===== config.mk =====
export PLATFORM = sky130hd
export DESIGN_NAME = fetch_redirect_ctrl_flat
export DESIGN_NICKNAME = d
export VERILOG_FILES = /design/src/rtl/fetch_redirect_if.sv /design/src/rtl/fetch_redirect_ctrl.sv /design/src/flat_wrapper.sv
export SDC_FILE = /design/constraint.sdc
export NUM_CORES = 1
export LEC_CHECK = 0
export CAP_MARGIN = 20
export CORE_MARGIN = 10
export CORE_UTILIZATION = 47
export CTS_CLUSTER_DIAMETER = 100
export DETAILED_ROUTE_END_ITERATION = 10
export GPL_ROUTABILITY_DRIVEN = 0
export PLACE_DENSITY = 0.81
export SLEW_MARGIN = 10
export SYNTH_ARGS = -nofsm -noshare
export SYNTH_HDL_FRONTEND = slang
export SYNTH_SLANG_ARGS = --single-unit

===== constraint.sdc =====
create_clock -name clk_in -period 3.96 [get_ports clk_in]
set_input_delay 0.792 -clock clk_in [delete_from_list [all_inputs] [get_ports clk_in]]
set_output_delay 0.792 -clock clk_in [all_outputs]
set_load 0.05 [all_outputs]

===== src/rtl/fetch_redirect_if.sv =====
// Fetch-redirect bundle: branch predictor, icache request/response and decoder handoff.
// master = the redirect controller, slave = its surrounding pipeline.
interface fetch_redirect_if;
  logic        rdy_in;
  logic        fail_valid;
  logic [31:0] fail_addr;
  logic        pred_taken;
  logic [31:0] pred_addr;
  logic        fetch_ready;
  logic        inst_valid;
  logic        stall_in;
  logic        fetch_req;
  logic [31:0] fetch_addr;
  logic        dec_valid;
  logic [31:0] dec_pc;
  logic        flush_out;
  logic [31:0] mispredict_cnt;

  modport master (
    input  rdy_in, fail_valid, fail_addr, pred_taken, pred_addr,
           fetch_ready, inst_valid, stall_in,
    output fetch_req, fetch_addr, dec_valid, dec_pc, flush_out, mispredict_cnt
  );

  modport slave (
    output rdy_in, fail_valid, fail_addr, pred_taken, pred_addr,
           fetch_ready, inst_valid, stall_in,
    input  fetch_req, fetch_addr, dec_valid, dec_pc, flush_out, mispredict_cnt
  );
endinterface


===== src/rtl/fetch_redirect_ctrl.sv =====
// Fetch PC sequencer: one outstanding icache request, predictor-steered next PC,
// and mispredict redirect with a timed fetch hold and stale-response dropping.
module fetch_redirect_ctrl #(
  parameter logic [31:0] RESET_PC     = 32'h0,
  parameter int unsigned FLUSH_CYCLES = 2
) (
  input  logic              clk_in,
  input  logic              rst_in,
  fetch_redirect_if.master  bus
);

  typedef enum logic [1:0] {S_REQ, S_WAIT, S_FLUSH} state_t;

  localparam logic [3:0] FLUSH_LD = 4'(FLUSH_CYCLES);

  state_t      r_state, w_state_nxt;
  logic [31:0] r_pc, w_pc_nxt;
  logic [3:0]  r_cnt, w_cnt_nxt;
  logic        r_drop, w_drop_nxt;
  logic        r_dec_valid, w_dec_valid_nxt;
  logic [31:0] r_dec_pc, w_dec_pc_nxt;
  logic        r_flush, w_flush_nxt;
  logic [31:0] r_mcnt, w_mcnt_nxt;
  logic        w_fetch_req;

  function automatic logic [31:0] sat_inc(input logic [31:0] v);
    return (v == 32'hFFFF_FFFF) ? v : v + 32'd1;
  endfunction

  function automatic logic [31:0] word_align(input logic [31:0] a);
    return {a[31:2], 2'b00};
  endfunction

  always_ff @(posedge clk_in or posedge rst_in) begin
    if (rst_in) begin
      r_state     <= S_REQ;
      r_pc        <= RESET_PC;
      r_cnt       <= 4'd0;
      r_drop      <= 1'b0;
      r_dec_valid <= 1'b0;
      r_dec_pc    <= 32'h0;
      r_flush     <= 1'b0;
      r_mcnt      <= 32'h0;
    end else begin
      r_state     <= w_state_nxt;
      r_pc        <= w_pc_nxt;
      r_cnt       <= w_cnt_nxt;
      r_drop      <= w_drop_nxt;
      r_dec_valid <= w_dec_valid_nxt;
      r_dec_pc    <= w_dec_pc_nxt;
      r_flush     <= w_flush_nxt;
      r_mcnt      <= w_mcnt_nxt;
    end
  end

  always_comb begin
    w_state_nxt     = r_state;
    w_pc_nxt        = r_pc;
    w_cnt_nxt       = r_cnt;
    w_drop_nxt      = r_drop;
    w_dec_valid_nxt = 1'b0;
    w_dec_pc_nxt    = r_dec_pc;
    w_flush_nxt     = 1'b0;
    w_mcnt_nxt      = r_mcnt;
    w_fetch_req     = (r_state == S_REQ) && bus.rdy_in && bus.fetch_ready &&
                      !bus.stall_in && !bus.fail_valid;

    if (bus.rdy_in) begin
      if (bus.fail_valid) begin
        w_pc_nxt    = word_align(bus.fail_addr);
        w_flush_nxt = 1'b1;
        w_cnt_nxt   = FLUSH_LD;
        w_state_nxt = S_FLUSH;
        w_mcnt_nxt  = sat_inc(r_mcnt);
        // A response arriving with the redirect is swallowed here; an in-flight one must be dropped later.
        if (bus.inst_valid)
          w_drop_nxt = 1'b0;
        else if (r_state == S_WAIT)
          w_drop_nxt = 1'b1;
      end else begin
        unique case (r_state)
          S_REQ: begin
            if (w_fetch_req) w_state_nxt = S_WAIT;
          end
          S_WAIT: begin
            if (bus.inst_valid) begin
              w_dec_valid_nxt = 1'b1;
              w_dec_pc_nxt    = r_pc;
              w_pc_nxt        = bus.pred_taken ? word_align(bus.pred_addr) : r_pc + 32'd4;
              w_state_nxt     = S_REQ;
            end
          end
          S_FLUSH: begin
            if (r_cnt != 4'd0) w_cnt_nxt = r_cnt - 4'd1;
            if (bus.inst_valid) w_drop_nxt = 1'b0;
            // Hold ends after FLUSH_CYCLES cycles, stretched until any stale response has been seen.
            if ((r_cnt <= 4'd1) && (!r_drop || bus.inst_valid)) w_state_nxt = S_REQ;
          end
          default: w_state_nxt = S_REQ;
        endcase
      end
    end
  end

  assign bus.fetch_req      = w_fetch_req;
  assign bus.fetch_addr     = r_pc;
  assign bus.dec_valid      = r_dec_valid;
  assign bus.dec_pc         = r_dec_pc;
  assign bus.flush_out      = r_flush;
  assign bus.mispredict_cnt = r_mcnt;

endmodule


===== src/flat_wrapper.sv =====
// flat-port wrapper written by rule: the top's interface ports become plain ports
module fetch_redirect_ctrl_flat 
#(
  parameter logic [31:0] RESET_PC     = 32'h0,
  parameter int unsigned FLUSH_CYCLES = 2
)
  (clk_in, rst_in, bus_rdy_in, bus_fail_valid, bus_fail_addr, bus_pred_taken, bus_pred_addr, bus_fetch_ready, bus_inst_valid, bus_stall_in, bus_fetch_req, bus_fetch_addr, bus_dec_valid, bus_dec_pc, bus_flush_out, bus_mispredict_cnt);
  fetch_redirect_if bus_i ();
  input  logic clk_in;
  input  logic rst_in;
  input wire logic [$bits(bus_i.rdy_in)-1:0] bus_rdy_in;
  input wire logic [$bits(bus_i.fail_valid)-1:0] bus_fail_valid;
  input wire logic [$bits(bus_i.fail_addr)-1:0] bus_fail_addr;
  input wire logic [$bits(bus_i.pred_taken)-1:0] bus_pred_taken;
  input wire logic [$bits(bus_i.pred_addr)-1:0] bus_pred_addr;
  input wire logic [$bits(bus_i.fetch_ready)-1:0] bus_fetch_ready;
  input wire logic [$bits(bus_i.inst_valid)-1:0] bus_inst_valid;
  input wire logic [$bits(bus_i.stall_in)-1:0] bus_stall_in;
  output wire logic [$bits(bus_i.fetch_req)-1:0] bus_fetch_req;
  output wire logic [$bits(bus_i.fetch_addr)-1:0] bus_fetch_addr;
  output wire logic [$bits(bus_i.dec_valid)-1:0] bus_dec_valid;
  output wire logic [$bits(bus_i.dec_pc)-1:0] bus_dec_pc;
  output wire logic [$bits(bus_i.flush_out)-1:0] bus_flush_out;
  output wire logic [$bits(bus_i.mispredict_cnt)-1:0] bus_mispredict_cnt;
  assign bus_i.rdy_in = bus_rdy_in;
  assign bus_i.fail_valid = bus_fail_valid;
  assign bus_i.fail_addr = bus_fail_addr;
  assign bus_i.pred_taken = bus_pred_taken;
  assign bus_i.pred_addr = bus_pred_addr;
  assign bus_i.fetch_ready = bus_fetch_ready;
  assign bus_i.inst_valid = bus_inst_valid;
  assign bus_i.stall_in = bus_stall_in;
  assign bus_fetch_req = bus_i.fetch_req;
  assign bus_fetch_addr = bus_i.fetch_addr;
  assign bus_dec_valid = bus_i.dec_valid;
  assign bus_dec_pc = bus_i.dec_pc;
  assign bus_flush_out = bus_i.flush_out;
  assign bus_mispredict_cnt = bus_i.mispredict_cnt;
  fetch_redirect_ctrl #(.RESET_PC(RESET_PC), .FLUSH_CYCLES(FLUSH_CYCLES)) u_core (.clk_in(clk_in), .rst_in(rst_in), .bus(bus_i));
endmodule

==> out/metrics.yaml <==
hold_path.startpoint: "u_core.bus.dec_pc[16]"
ys_seq_area_share_pct: 46.2
io_buffers: 162
start_util_pct: 48.0
max_stage_delay_ns: 0.97
worst-path-buf-inv: 2
antenna_cells: 0
outcome: "completed"
grtUsageTotal_pct: 21.9
io_pins: 171
crit_type: "primary input to flop"
slew_violations: 0
ctsResizeCount: 0
path_max_fanout: 21
clock-root-buffer: "clkbuf_16"
worstPathRequired_ns: 4.24
ys_ff_latch: 101
rsz0062_at_grt: "no"
synth_area_um2: 5480
postCtsHoldBufs: 0
drt_iter0_markers: 542
fp.dieH_um: 128
endpoint_kind: "flop"
postCtsSetupRepairBufs: 0
powerDensity_nw_per_um2: 506
finalNetCount: 820
syn_to_final_growth_pct: 38.4
synth_flop_cell: "dfrtp_1"
yosysTopAreaCell: "dfrtp_1"
reg2reg_slack_ns: 1.37
cts_tree: "yes"
clock_sinks: 101
ff_latch_area_um2: 2530
layout-drive-gt1-share_pct: 7.62
std_cell_rows: 39
layout_min_cycle_time_ns: 3.15
grt_max_degree: 61
ys_warn_count: 0
finalClockSkew_ns: 0.0121
cp-startpoint: "bus_fail_valid"
worstHoldPathCells: 2
multi_input_area_um2: 2770
antenna_left: 0
rr_worst_depth: 6
synthTopCellsByArea: "dfrtp_1 (46%), nand2_1 (7.7%), xor2_1 (5.1%)"
synth_edf_count: 0
die_area_um2: 16400
fillers: 894
power_frac_comb_pct: 37.1
r2r_end: "u_core.bus.mispredict_cnt[1]"
p_leak_nw: 3.31
cts_inserted_buffers: 9
fin_area_um2: 7580
netlist_instances: 586
critPathArrivalTime_ns: 3.43
fmax_ghz: 0.317
drc_errors: 0
cpMaxStageDelayCell: "clkdlybuf4s50_1"
drv_cap: 0
netSwitchingPower_mw: 1.55
dpl_cell_area_um2: 7260
async_flop_share_pct: 100
r2r_start: "u_core.bus.mispredict_cnt[0]"
via_per_inst: 5.97
whs_endpoint: "u_core.bus.dec_pc[16]"
cts.clk_slew.worst_paths_ns: 0.07
antenna_found_initial: 0
top_layer_used: "met4"
clk_latency_ns: 0.35
avgSynthCellArea_um2: 9.35
grt.overflow.total: 0
start_kind: "primary input"
hp-class: "flop to flop"
place_hpwl_mm: 13.3
pwr-share-seq_pct: 37.7
vias: 5320
post_drt_wl_per_cell_um: 20.4
p_int_mw: 2.28
setup_viol: 0
path_cells: "clkdlybuf4s50_1, nand2_1, inv_1, o311ai_2, nor2_1, xor2_1"
pwr-share-clk_pct: 25.2
ir_drop_v: 0.000355
grt_pass1_vias: 5471
cts_max_path_buffers: 2
dr_wl_met2_mm: 8.91
route.met3.wl_mm: 1.98
final.setup.tns_ns: 0
period_share_pct: 79.6
synth_cell_types: 69
drt-met1-wl_mm: 6.89
h-tree-depth: 3
maxSlewHeadroom_pct: 48.7
path_delay_family: "buffers and inverters"
firstDrtPassIters: 6
worst_pin_slew_ns: 0.768
p_sw_share_pct: 40.4
die_x_um: 128
yosysTopAreaCellShare_pct: 46.2
totalWireLength_mm: 18.2
core_um2: 11400
grt_pass1_wl_mm: 29.0
hold_violations: 0
## logic make-up (layout without fill, tap and decap cells)
group           Yosys count  in the layout  synth area share [%]
other cells               1              4                0.0685
flops                   101            101                  46.2
xor+xnor                 50             50                  8.00
simple gates            262            262                  26.0
compound gates          113            113                  13.6
fa+ha+maj                 4              4                 0.914
mux                       9              9                  1.71
buf+inv                  46            205                  3.59
## worst max-delay path by stage
stage                                         end  cells after the start
global placement    u_core.bus.mispredict_cnt[18]                      6
CTS                                 bus_fetch_req                      3
detailed placement  u_core.bus.mispredict_cnt[18]                      6
global route            u_core.bus.fetch_addr[10]                      7
floorplan                   u_core.bus.dec_pc[10]                      1
finish              u_core.bus.mispredict_cnt[18]                      6
## metrics by stage
step           total power [mW]  hold slack (ns)  worst slack [ns]  cells  utilization [%]
2_1_floorplan              2.32            0.466             0.521    589                -
3_3_place_gp               2.83            0.459             0.564    876             63.6
3_5_place_dp               2.88            0.464             0.510    876             63.6
4_1_cts                    3.84            0.480             0.822    891             66.4
5_1_grt                    4.00            0.503             0.677    891             66.4
6_report                   3.83            0.475             0.809    891             66.4
## placed cells by master, fill, tap and decap left out, drive strengths merged, types with 4 or more instances in the layout
cell	n
ha	4
inv	16
clkbuf	10
nand2	112
a21oi	13
conb	4
nand4	21
xor2	32
dfrtp	101
nor2	31
nor3	12
mux2i	6
buf	13
and4	4
o21ai	45
a221oi	7
nor4	14
nand3	27
and3	23
a31oi	5
xnor2	18
clkdlybuf4s50	161
nor4b	5
a22oi	7
## layout make-up
cell class	count	area share [%]
clock buffers	10	3.15
clock inverters	5	1.09
inverters	16	0.825
multi-input cells	442	36.5
flip-flops and latches	101	33.3
well taps	143	2.36
repair buffers	174	22.7
## layer usage
metal  vias to the layer above  global-route usage, %
met5                         -                      0
met4                         0                   7.95
met3                        36                   7.03
met2                       276                   36.5
met1                      2600                   25.8
li1                       2408                      -
## power groups by stage
| stage | Sequential, mW | Combinational [mW] | Clock [mW] |
|---|---|---|---|
| after floorplan | 1.94 | 0.383 | 0 |
| after global placement | 1.44 | 1.39 | 0 |
| after detailed placement | 1.45 | 1.42 | 0 |
| after CTS | 1.44 | 1.43 | 0.970 |
| after global routing | 1.47 | 1.51 | 1.01 |
| final | 1.45 | 1.42 | 0.965 |
## Yosys cell counts (all sizes together), types with 2 or more instances
cell type and n:
nand2 112, dfrtp 101, o21ai 45, xor2 32, nor2 31, nand3 27, and3 23, nand4 21
clkbuf 19, xnor2 18, inv 15, nor4 14, a21oi 13, nor3 12, buf 11, a221oi 7
a22oi 7, mux2i 6, a31oi 5, nor4b 5, and4 4, ha 4, a211oi 3, a22o 3
and2 3, mux2 3, o211ai 3, o21a 3, o31ai 3, or3 3, a21o 2, a222oi 2
nor2b 2, o221ai 2, o2bb2ai 2, o31a 2
## worst reg2reg max path, delay by kind of cell, from the launching register on
family,cells,cell delay [ns]
flip-flops,1,0.48
multiplexers,1,0.35
adder cells (fa/ha/maj),1,0.26
AND/OR/NAND/NOR,4,1.39
## sequential cells by signal, indices dropped and copies added (netlist names)
signal,cells
u_core.bus.mispredict_cnt,32
u_core.bus.dec_pc,30
u_core.bus.fetch_addr,30
u_core.r_cnt,4
u_core.r_state,2
u_core.bus.dec_valid,1
u_core.bus.flush_out,1
u_core.r_drop,1
Power figures use the tool's default switching activity.
